--- src/rtl/fpu_i2f_writeback.sv ---
// Writeback buffer for the int-to-float converter: queues results, NaN-boxes them
// into the FP register file, accumulates fflags and counts retired results.
module fpu_i2f_writeback #(
    parameter int STD   = 15,
    parameter int DEPTH = 2
) (
    input  logic           clk,
    input  logic           rst,
    input  logic           in_valid,
    output logic           in_ready,
    input  logic [STD:0]   in_float,
    input  logic [4:0]     in_rd,
    input  logic           in_invalid,
    input  logic           in_inexact,
    input  logic           flush,
    input  logic           wb_stall,
    output logic           wb_en,
    output logic [4:0]     wb_addr,
    output logic [31:0]    wb_data,
    input  logic           csr_wr,
    input  logic [4:0]     csr_wdata,
    output logic [4:0]     fflags,
    output logic [15:0]    retire_cnt
);

    localparam int PTR_W   = (DEPTH > 1) ? $clog2(DEPTH) : 1;
    localparam int CNT_W   = $clog2(DEPTH + 1);
    localparam int ENTRY_W = STD + 1 + 5 + 2;
    localparam logic [PTR_W-1:0] LAST_PTR  = PTR_W'(DEPTH - 1);
    localparam logic [CNT_W-1:0] DEPTH_CNT = CNT_W'(DEPTH);

    logic [ENTRY_W-1:0] entry_reg [DEPTH];
    logic [PTR_W-1:0]   wr_ptr_reg, wr_ptr_next;
    logic [PTR_W-1:0]   rd_ptr_reg, rd_ptr_next;
    logic [CNT_W-1:0]   count_reg, count_next;
    logic [4:0]         fflags_reg, fflags_next;
    logic [15:0]        retire_reg, retire_next;

    logic               push;
    logic               pop;
    logic [ENTRY_W-1:0] head_entry;
    logic [STD:0]       head_float;
    logic [4:0]         head_rd;
    logic               head_invalid;
    logic               head_inexact;
    logic [4:0]         pop_flags;

    assign head_entry   = entry_reg[rd_ptr_reg];
    assign head_float   = head_entry[ENTRY_W-1 -: STD+1];
    assign head_rd      = head_entry[6:2];
    assign head_invalid = head_entry[1];
    assign head_inexact = head_entry[0];

    assign in_ready = (count_reg < DEPTH_CNT) && !flush;
    assign push     = in_valid && in_ready;
    assign wb_en    = (count_reg != '0) && !wb_stall && !flush;
    assign pop      = wb_en;

    // Single-precision NaN-boxing: upper bits all ones above the narrow result
    assign wb_addr    = head_rd;
    assign wb_data    = {{(31-STD){1'b1}}, head_float};
    assign fflags     = fflags_reg;
    assign retire_cnt = retire_reg;

    // Only the retiring head contributes flags; DZ/OF/UF are CSR-only
    assign pop_flags = pop ? {head_invalid, 3'b000, head_inexact} : 5'b00000;

    always_comb begin
        wr_ptr_next = wr_ptr_reg;
        rd_ptr_next = rd_ptr_reg;
        count_next  = count_reg;
        if (flush) begin
            wr_ptr_next = '0;
            rd_ptr_next = '0;
            count_next  = '0;
        end else begin
            if (push) begin
                wr_ptr_next = (wr_ptr_reg == LAST_PTR) ? '0 : wr_ptr_reg + PTR_W'(1);
            end
            if (pop) begin
                rd_ptr_next = (rd_ptr_reg == LAST_PTR) ? '0 : rd_ptr_reg + PTR_W'(1);
            end
            case ({push, pop})
                2'b10:   count_next = count_reg + CNT_W'(1);
                2'b01:   count_next = count_reg - CNT_W'(1);
                default: count_next = count_reg;
            endcase
        end
    end

    always_comb begin
        fflags_next = fflags_reg | pop_flags;
        if (csr_wr) begin
            fflags_next = csr_wdata | pop_flags;
        end
        retire_next = retire_reg + {15'd0, pop};
    end

    always_ff @(posedge clk or posedge rst) begin
        if (rst) begin
            wr_ptr_reg <= '0;
            rd_ptr_reg <= '0;
            count_reg  <= '0;
            fflags_reg <= '0;
            retire_reg <= '0;
        end else begin
            wr_ptr_reg <= wr_ptr_next;
            rd_ptr_reg <= rd_ptr_next;
            count_reg  <= count_next;
            fflags_reg <= fflags_next;
            retire_reg <= retire_next;
        end
    end

    // Payload storage needs no reset: occupancy count qualifies every entry
    always_ff @(posedge clk) begin
        if (push) begin
            entry_reg[wr_ptr_reg] <= {in_float, in_rd, in_invalid, in_inexact};
        end
    end

endmodule

--- config.mk ---
export PLATFORM = sky130hd
export DESIGN_NAME = fpu_i2f_writeback
export DESIGN_NICKNAME = d
export VERILOG_FILES = /design/src/rtl/fpu_i2f_writeback.sv
export SDC_FILE = /design/constraint.sdc
export NUM_CORES = 1
export LEC_CHECK = 0
export BUFFER_PORTS_ARGS = -buffer_cell sky130_fd_sc_hd__buf_4
export CORE_MARGIN = 3
export CORE_UTILIZATION = 47
export CTS_BUF_LIST = sky130_fd_sc_hd__clkbuf_8
export DETAILED_ROUTE_END_ITERATION = 10
export PLACE_DENSITY = 0.78
export SYNTH_ARGS = -nofsm -noshare
export SYNTH_HDL_FRONTEND = slang
export SYNTH_SLANG_ARGS = --single-unit
--- constraint.sdc ---
create_clock -name clk -period 2.1 [get_ports clk]
set_input_delay 0.21 -clock clk [delete_from_list [all_inputs] [get_ports clk]]
set_output_delay 0.21 -clock clk [all_outputs]
set_load 0.03 [all_outputs]
==> results.json <==
{
  "status": "completed",
  "largest_register_ffs": 46,
  "dp.cells": 336,
  "ctsLongestPathBuffers": 2,
  "tns_ns": 0,
  "postLayoutCellArea_um2": 3770,
  "p_comb_share_pct": 17.8,
  "finalCriticalPeriod_ns": 1.92,
  "core_area_um2": 5960,
  "htreeDepth": 3,
  "dieArea_um2": 7200,
  "avgSynthCellArea_um2": 15.8,
  "ys_ff_latch": 71,
  "vias": 1740,
  "hold_violations": 0,
  "antenna_found_initial": 0,
  "area_delta_synth_final_pct": 29.0,
  "dpl.hpwl_um": 3780,
  "place_area_um2": 3540,
  "cts.sinks": 71,
  "synth_ff_type": "edfxtp_1",
  "cts_buffers": 9,
  "synth_edf_count": 46,
  "maxCapViolCount": 0,
  "chipWidth_um": 84.8,
  "r2r_cells": 7,
  "synth_most_common_cell": "edfxtp_1",
  "drtAntennaViolNets": 0,
  "cts_tree": "yes",
  "fin_crit_sh_pct": 91.7,
  "grt_remaining_overflow": 0,
  "via_per_inst": 4.89,
  "regToRegSetupSlack_ns": 0.18,
  "drt_iter0_markers": 76,
  "cp.arrival_ns": 2.17,
  "drive_gt1_share_pct": 47.3,
  "hold_depth": 1,
  "gp_congestion": 0.770,
  "synth_cells": 185,
  "endpoint_kind": "register",
  "peakVddDrop_mv": 0.559,
  "num_rows": 28,
  "asyncSetResetFlopFracSynth_pct": 35.2,
  "p_int_uw": 2220,
  "ios": 94,
  "final-instance-count-excl-fill": 356,
  "wl_per_cell_um": 15.4,
  "synth_area_um2": 2920,
  "synth_area_leader_cell": "edfxtp_1",
  "synthTopCellsByCount": "edfxtp_1, dfrtp_1, mux2_2",
  "required_ns": 2.35,
  "hp-class": "in2reg",
  "yosysSeqAreaShare_pct": 68.7,
  "wl_um": 5470,
  "route.detailed.drc": 0,
  "switching_share_pct": 29.0,
  "seqPwrFrac_pct": 53.3,
  "yosysWarnings": 0,
  "dr.pass1.iters": 3,
  "yosysTopAreaCellShare_pct": 47.3,
  "p_switching_uw": 909,
  "maxSlewViolCount": 0,
  "root_buffer": "clkbuf_8",
  "grt_start_max_net_pins": 26,
  "die_h_um": 84.8,
  "grt_pass1_wl_um": 8790,
  "clock_power_share_pct": 28.9,
  "clk-insertion-delay-late_ns": 0.33,
  "grt_usage_pct": 15.7,
  "crit_fanout": 7,
  "synth_area_leaders": "edfxtp_1, dfrtp_1, mux2_2",
  "p_leak_uw": 0.00163,
  "start_util_pct": 49.0,
  "worstSetupPathType": "reg2reg",
  "p_per_area_nw_per_um2": 832,
  "clock_skew_ns": 0.00743,
  "rsz0062_at_grt": "true",
  "grt_pass1_vias": 1773,
  "path_clk_slew_ns": 0.08,
  "fin_nets": 312,
  "portBuffers": 77,
  "startpoint_type": "register",
  "finalSetupViolations": 0,
  "yosys.cell_types.count": 29,
  "fmax_mhz": 519,
  "diodes": 0
}
==> metal layers <==
metal  part of all wire, %  global-route usage (%)
met5                     0                       0
met2                    53                    26.1
met3                   4.8                    3.40
met1                    40                    19.4
met4                   2.4                    8.06
==> worst max-delay path: stages (launching register included) <==
cell and delay, ns:
dfrtp_1 0.39, o21bai_1 0.12, or2_2 0.31, inv_1 0.12, ha_2 0.23, nand4_4 0.20, nor4_2 0.30, xor2_1 0.17
==> cells in the final DEF, fill, tap and decap left out, types with 5 or more instances in the layout <==
cell | Yosys | final
inv_1 | 4 | 5
conb_1 | 1 | 16
mux2_2 | 24 | 24
dfrtp_1 | 25 | 24
xnor2_1 | 9 | 9
clkbuf_8 | 0 | 9
buf_4 | 16 | 84
edfxtp_1 | 46 | 46
nor2_1 | 6 | 5
nand3_1 | 5 | 5
nand2_1 | 6 | 6
xor2_1 | 9 | 9
==> final cells by class <==
type                    instances  area, um2
multi-input cells             105        843
clock buffers                   9        124
repair buffers                 85        641
clock inverters                 7       41.3
well taps                      75       93.8
inverters                       4       15.0
fillers                       453       2190
flip-flops and latches         71       2010
==> cell families after synthesis <==
logic type / Yosys count / synth area share, %
muxes: 28 / 10.6
and+or+nand+nor: 35 / 7.76
buffers and inverters: 24 / 5.27
adders and majority gates: 2 / 0.857
DFF: 71 / 68.7
xor gates and xnor gates: 18 / 5.40
other: 1 / 0.128
AOI/OAI and AO/OA: 6 / 1.24
==> what timing repair did <==
action / 4_1_cts / 5_1_grt
endpoints found under the setup margin: 0 / 6
hold buffers: 1 / 0
setup buffers: 0 / 3
endpoints found under the hold margin: 25 / 0
resized for setup: 0 / 5
==> stage by stage <==
stage | total power (uW) | hold slack, ns | util (%) | worst slack (ns)
floorplan | 2050 | 0.237 | - | 0.0757
global placement | 2250 | 0.283 | 59.5 | 0.238
detailed placement | 2260 | 0.289 | 59.5 | 0.132
CTS | 3160 | 0.0482 | 62.4 | 0.112
global route | 3280 | 0.0311 | 63.2 | -0.0131
finish | 3130 | 0.0589 | 63.2 | 0.175
==> path summary, 6_finish.rpt <==
path,start,to
worst max-delay path,count_reg[1],retire_cnt[12]
worst min-delay path,in_float[7],entry_reg[0][14]
worst max register to register,count_reg[1],retire_cnt[12]
worst min register to register,retire_cnt[15],retire_cnt[15]
max in group asynchronous,rst,count_reg[0]
min in group asynchronous,rst,retire_cnt[9]
==> power by group through the flow <==
stage	combinational, uW	sequential, uW	clock (uW)
floorplan	272	1780	0
global placement	549	1700	0
detailed placement	557	1700	0
CTS	561	1670	923
global route	590	1690	1010
finish	558	1670	905
No activity file was read; power rests on OpenSTA's default activity.
